## src/rtl/rpt_pkg.sv

```systemverilog
// Shared state encoding and counter sizing for the RPT single-port RAM streamer.
package rpt_pkg;

  typedef enum logic [1:0] {
    ST_IDLE  = 2'd0,
    ST_FILL  = 2'd1,
    ST_DRAIN = 2'd2
  } rpt_state_e;

  // Counters must be able to hold DEPTH itself, so a full 2**ADDR_W run needs an extra bit.
  function automatic int rpt_cnt_w(input int depth);
    return (depth < 1) ? 1 : $clog2(depth + 1);
  endfunction

endpackage

```

## src/rtl/rpt_fifo2.sv

```systemverilog
// Two-entry synchronous FIFO that soaks up the RAM's registered read under backpressure.
module rpt_fifo2 #(
  parameter int DATA_W = 8
) (
  input  logic              clk,
  input  logic              rst_n,
  input  logic              push,
  input  logic              pop,
  input  logic [DATA_W-1:0] din,
  output logic [DATA_W-1:0] head,
  output logic [1:0]        occ
);

  logic [1:0][DATA_W-1:0] mem;
  logic                   wp;
  logic                   rp;

  always_ff @(posedge clk or negedge rst_n) begin
    if (!rst_n) begin
      mem <= '0;
      wp  <= 1'b0;
      rp  <= 1'b0;
      occ <= 2'd0;
    end else begin
      if (push) begin
        mem[wp] <= din;
        wp      <= ~wp;
      end
      if (pop) rp <= ~rp;
      occ <= occ + {1'b0, push} - {1'b0, pop};
    end
  end

  assign head = mem[rp];

endmodule

```

## src/rtl/rpt_spram_streamer.sv

```systemverilog
// Fills DEPTH words of a single-port RAM from a stream, then drains them back out as a stream.
module rpt_spram_streamer
  import rpt_pkg::*;
#(
  parameter int ADDR_W = 5,
  parameter int DEPTH  = 18,
  parameter int DATA_W = 8
) (
  input  logic                     clk,
  input  logic                     rst_n,
  input  logic                     wr_start,
  input  logic                     rd_start,
  input  logic                     s_valid,
  output logic                     s_ready,
  input  logic signed [DATA_W-1:0] s_data,
  output logic                     m_valid,
  input  logic                     m_ready,
  output logic signed [DATA_W-1:0] m_data,
  output logic                     m_last,
  output logic                     busy,
  output logic                     done,
  output logic                     ram_we,
  output logic [ADDR_W-1:0]        ram_addr,
  output logic signed [DATA_W-1:0] ram_wdata,
  input  logic signed [DATA_W-1:0] ram_rdata
);

  localparam int            CW   = rpt_cnt_w(DEPTH);
  localparam logic [CW-1:0] LAST = CW'(DEPTH - 1);
  localparam logic [CW-1:0] DEP  = CW'(DEPTH);
  localparam logic [CW-1:0] ONE  = CW'(1);

  rpt_state_e    state, state_nx;
  logic [CW-1:0] wr_ptr, rd_ptr, out_cnt;
  logic          pending;
  logic          done_q;

  logic [1:0]        occ;
  logic [DATA_W-1:0] head;
  logic [2:0]        inflight;
  logic              fill_hs, pop, issue, fill_end, drain_end;

  rpt_fifo2 #(.DATA_W(DATA_W)) u_fifo (
    .clk  (clk),
    .rst_n(rst_n),
    .push (pending),
    .pop  (pop),
    .din  (ram_rdata),
    .head (head),
    .occ  (occ)
  );

  always_comb begin
    state_nx  = state;
    s_ready   = 1'b0;
    ram_we    = 1'b0;
    ram_addr  = '0;
    ram_wdata = '0;
    m_valid   = (occ != 2'd0);
    m_data    = head;
    m_last    = m_valid && (out_cnt == LAST);
    busy      = (state != ST_IDLE);
    done      = done_q;
    pop       = m_valid && m_ready;
    fill_hs   = (state == ST_FILL) && s_valid;
    // Words buffered or in flight after this edge; the 2-entry FIFO must never overflow.
    inflight  = {1'b0, occ} + {2'b0, pending} - {2'b0, pop};
    issue     = (state == ST_DRAIN) && (rd_ptr < DEP) && (inflight < 3'd2);
    fill_end  = fill_hs && (wr_ptr == LAST);
    drain_end = pop && (out_cnt == LAST);

    if (state == ST_FILL) s_ready = 1'b1;
    if (fill_hs) begin
      ram_we    = 1'b1;
      ram_addr  = ADDR_W'(wr_ptr);
      ram_wdata = s_data;
    end else if (issue) begin
      ram_addr  = ADDR_W'(rd_ptr);
    end

    case (state)
      ST_IDLE: begin
        if (wr_start)      state_nx = ST_FILL;
        else if (rd_start) state_nx = ST_DRAIN;
      end
      ST_FILL:  if (fill_end)  state_nx = ST_IDLE;
      ST_DRAIN: if (drain_end) state_nx = ST_IDLE;
      default:  state_nx = ST_IDLE;
    endcase
  end

  always_ff @(posedge clk or negedge rst_n) begin
    if (!rst_n) begin
      state   <= ST_IDLE;
      wr_ptr  <= '0;
      rd_ptr  <= '0;
      out_cnt <= '0;
      pending <= 1'b0;
      done_q  <= 1'b0;
    end else begin
      state   <= state_nx;
      done_q  <= fill_end || drain_end;
      pending <= issue;
      if (fill_hs) wr_ptr <= fill_end ? '0 : wr_ptr + ONE;
      if (issue)   rd_ptr <= rd_ptr + ONE;
      if (pop)     out_cnt <= out_cnt + ONE;
      if (drain_end) begin
        rd_ptr  <= '0;
        out_cnt <= '0;
        pending <= 1'b0;
      end
    end
  end

endmodule

```

## config.mk

```make
export PLATFORM = sky130hd
export DESIGN_NAME = rpt_spram_streamer
export DESIGN_NICKNAME = d
export VERILOG_FILES = /design/src/rtl/rpt_pkg.sv /design/src/rtl/rpt_fifo2.sv /design/src/rtl/rpt_spram_streamer.sv
export SDC_FILE = /design/constraint.sdc
export NUM_CORES = 1
export LEC_CHECK = 0
export BUFFER_PORTS_ARGS = -buffer_cell sky130_fd_sc_hd__clkbuf_2
export CORE_MARGIN = 2
export CORE_UTILIZATION = 30
export DETAILED_ROUTE_END_ITERATION = 8
export PLACE_DENSITY = 0.54
export SYNTH_ARGS = -nofsm -noshare
export SYNTH_HDL_FRONTEND = slang
export SYNTH_SLANG_ARGS = --single-unit
```

## constraint.sdc

```tcl
create_clock -name clk -period 5.3 [get_ports clk]
set_input_delay 0.265 -clock clk [delete_from_list [all_inputs] [get_ports clk]]
set_output_delay 0.265 -clock clk [all_outputs]
set_load 0.1 [all_outputs]
```

==> results.sh <==
export IMPL_ys_seq_area_frac=0.498
export IMPL_critPathLaunchType="flop"
export IMPL_ant_nets=0
export IMPL_portBuffers=48
export IMPL_power_total_w=0.00121
export IMPL_rrSetupSlack_ns=2.37
export IMPL_ys_top_cells_by_area="dfrtp_1 50%, mux2_2 14%, ha_1 4.5%"
export IMPL_required_ns=5.04
export IMPL_grt_pass1_vias=1318
export IMPL_dieArea_um2=7200
export IMPL_setup_ws_ns=1.57
export IMPL_synth_most_common_cell="dfrtp_1"
export IMPL_cts_buffer_depth=2
export IMPL_finalCritPeriodShare=0.703
export IMPL_finalHoldViolations=0
export IMPL_syn_area_um2=1960
export IMPL_relSlewSlack=0.365
export IMPL_yosys_area_share_simple=0.172
export IMPL_final_seq_area_um2=976
export IMPL_synth_top_area_share=0.498
export IMPL_ys_flop_type="dfrtp_1"
export IMPL_wire_per_inst_um=13.0
export IMPL_ctsResizeCount=0
export IMPL_io_pins=49
export IMPL_final_max_slew_violation_count=0
export IMPL_tns_ns=0
export IMPL_synth_fp_nets=195
export IMPL_dr_pass1_iters=4
export IMPL_die_width_um=84.8
export IMPL_grt_first_pass_wirelength_mm=6.32
export IMPL_synth_compound_area_frac=0.0740
export IMPL_num_antenna_cells=0
export IMPL_rsz0062_at_grt="false"
export IMPL_start_util=0.309
export IMPL_r2r_cells=11
export IMPL_powerDensity_nw_per_um2=506
export IMPL_gr_total_overflow=0
export IMPL_synth_top_family_by_area="simple AND/OR/NAND/NOR gates"
export IMPL_synthXorXnorAreaFrac=0.0357
export IMPL_maxCapViolations=0
export IMPL_layout_nets=247
export IMPL_htree_levels=2
export IMPL_synth_cells=165
export IMPL_reg2reg_to="rd_ptr[1]$_DFFE_PN0P_"
export IMPL_gp_congestion=0.752
export IMPL_vdd_drop_max_v=0.000271
export IMPL_period_minus_slack_ns=3.73
export IMPL_synth_edff_count=0
export IMPL_synth_area_mux_share=0.143
export IMPL_setup_violations=0
export IMPL_postCtsSetupBuffers=0
export IMPL_p_leak_nw=1.17
export IMPL_drive_gt1_frac=0.445
export IMPL_cts_hold_buf=0
export IMPL_cts_root_buf="clkbuf_8"
export IMPL_via_count=1380
export IMPL_hold_path_class="input pin to asynchronous set/reset pin"
export IMPL_drtIter0Drc=33
export IMPL_max_freq_ghz=0.268
export IMPL_path_clk_slew_ns=0.08
export IMPL_fill_cells=631
export IMPL_track_usage=0.113
export IMPL_ys_ff_latch=39
export IMPL_num_rows=29
export IMPL_worst_setup_path_end_kind="primary output"
export IMPL_pre_cts_slack_ns=1.86
export IMPL_worst_pin_slew_ns=0.953
export IMPL_antenna_found_initial=0
export IMPL_crit_arrival_ns=3.46
export IMPL_core_area_um2=6350
export IMPL_chipHeight_um=84.8
export IMPL_outcome="finished, final reports clean"
export IMPL_grt_max_degree=40
export IMPL_wl_mm=3.83
export IMPL_yosys_area_share_adder=0.0549
export IMPL_multiInputGateArea_um2=940
export IMPL_synth_area_leader_cell="dfrtp_1"
export IMPL_numClockSinks=39
export IMPL_syn_area_per_cell_um2=11.9
export IMPL_cts_tree="built"
export IMPL_synthTopCellsByCount="39 x dfrtp_1, 24 x mux2_2, 11 x nor2_1"
export IMPL_dp_cells=287
export IMPL_worstReg2RegStart="u_fifo.occ[1]$_DFF_PN0_"
export IMPL_yosys_warnings=0
export IMPL_path_class="flop to primary output"
export IMPL_async_reset_ff_frac=1.00
export IMPL_synth_distinct_cells=45
export IMPL_drc_errors=0
export IMPL_clkLatencyLatePin_ns=0.29
export IMPL_cts_buffers_inserted=5
export IMPL_synthToLayoutAreaGrowth_pct=22.3
export IMPL_vias_per_cell=4.68
export IMPL_finalClockSkew_ns=0.00746
export IMPL_hpwl_mm=2.85
export IMPL_finalNonFillerCells=295
export IMPL_cp_max_fo=8
## where the power goes
group	switching [W]	internal (W)
clock	0.000107	0.000140
sequential	0.0000721	0.000356
combinational	0.000399	0.000138
## cell type report
cell class | count | share of cell area
flip-flops and latches | 39 | 0.407
inverters | 8 | 0.0136
repair buffers | 48 | 0.100
well taps | 77 | 0.0402
multi-input cells | 115 | 0.392
clock buffers | 5 | 0.0287
clock inverters | 3 | 0.0183
## through the flow
step           utilization  hold WS (ns)  area (um^2)
2_1_floorplan            -       -0.0306         1960
3_3_place_gp         0.360         0.472         2280
3_5_place_dp         0.360         0.470         2280
4_1_cts              0.378         0.132         2400
5_1_grt              0.378         0.174         2400
6_report             0.378         0.105         2400
## critical path: stages, from the launching register on
cell	delay, ns
dfrtp_1	0.44
o21ai_2	0.25
clkinv_1	0.24
ha_1	0.33
inv_1	0.05
ha_1	0.13
inv_1	0.05
fa_1	0.51
nand3b_2	0.15
nor3_4	0.36
a22o_2	0.20
clkbuf_2	0.44
## state kept, by name, indices dropped and copies added (netlist names)
signal      count
state           2
done            1
u_fifo.rp       1
pending         1
u_fifo.mem     16
out_cnt         5
u_fifo.occ      2
wr_ptr          5
rd_ptr          5
u_fifo.wp       1
## kinds of logic (layout without fill, tap and decap cells)
| family | count (synthesis) | in the layout |
|---|---|---|
| AO/OA/AOI/OAI | 20 | 20 |
| XOR/XNOR | 8 | 8 |
| adder cells (fa/ha/maj) | 8 | 8 |
| buffers and inverters | 11 | 64 |
| flip-flops | 39 | 39 |
| multiplexers | 25 | 25 |
| AND/OR/NAND/NOR | 54 | 54 |
## worst max path at each step
stage	start	to	slack, ns	cells past startpoint
final	u_fifo.occ[1]$_DFF_PN0_	ram_addr[4]	1.57	11
after global routing	u_fifo.occ[1]$_DFF_PN0_	ram_addr[1]	1.33	12
after CTS	u_fifo.occ[1]$_DFF_PN0_	ram_addr[2]	1.52	11
after detailed placement	u_fifo.occ[1]$_DFF_PN0_	ram_addr[2]	1.86	11
after global placement	u_fifo.occ[1]$_DFF_PN0_	ram_addr[2]	1.90	11
after floorplan	state[1]$_DFFE_PN0P_	ram_addr[1]	1.43	3
## metal layers
layer	wire length, um	track usage	up-vias
met5	0	0	-
met4	61	0.0433	0
met3	181	0.0370	6
met2	1720	0.167	29
met1	1870	0.154	662
li1	-	-	683
## placed cells by master (no fill, tap or decap), types with 4 or more instances in the layout
cell,netlist,routed
clkbuf_2,0,48
dfrtp_1,39,39
mux2_2,24,24
nor2_1,11,11
and2_1,8,8
nand2_1,7,7
ha_1,7,7
inv_1,6,6
xnor2_1,6,6
clkbuf_8,0,5
or2_2,4,4
nor3_1,4,4
(Power assumes the default switching activity.)
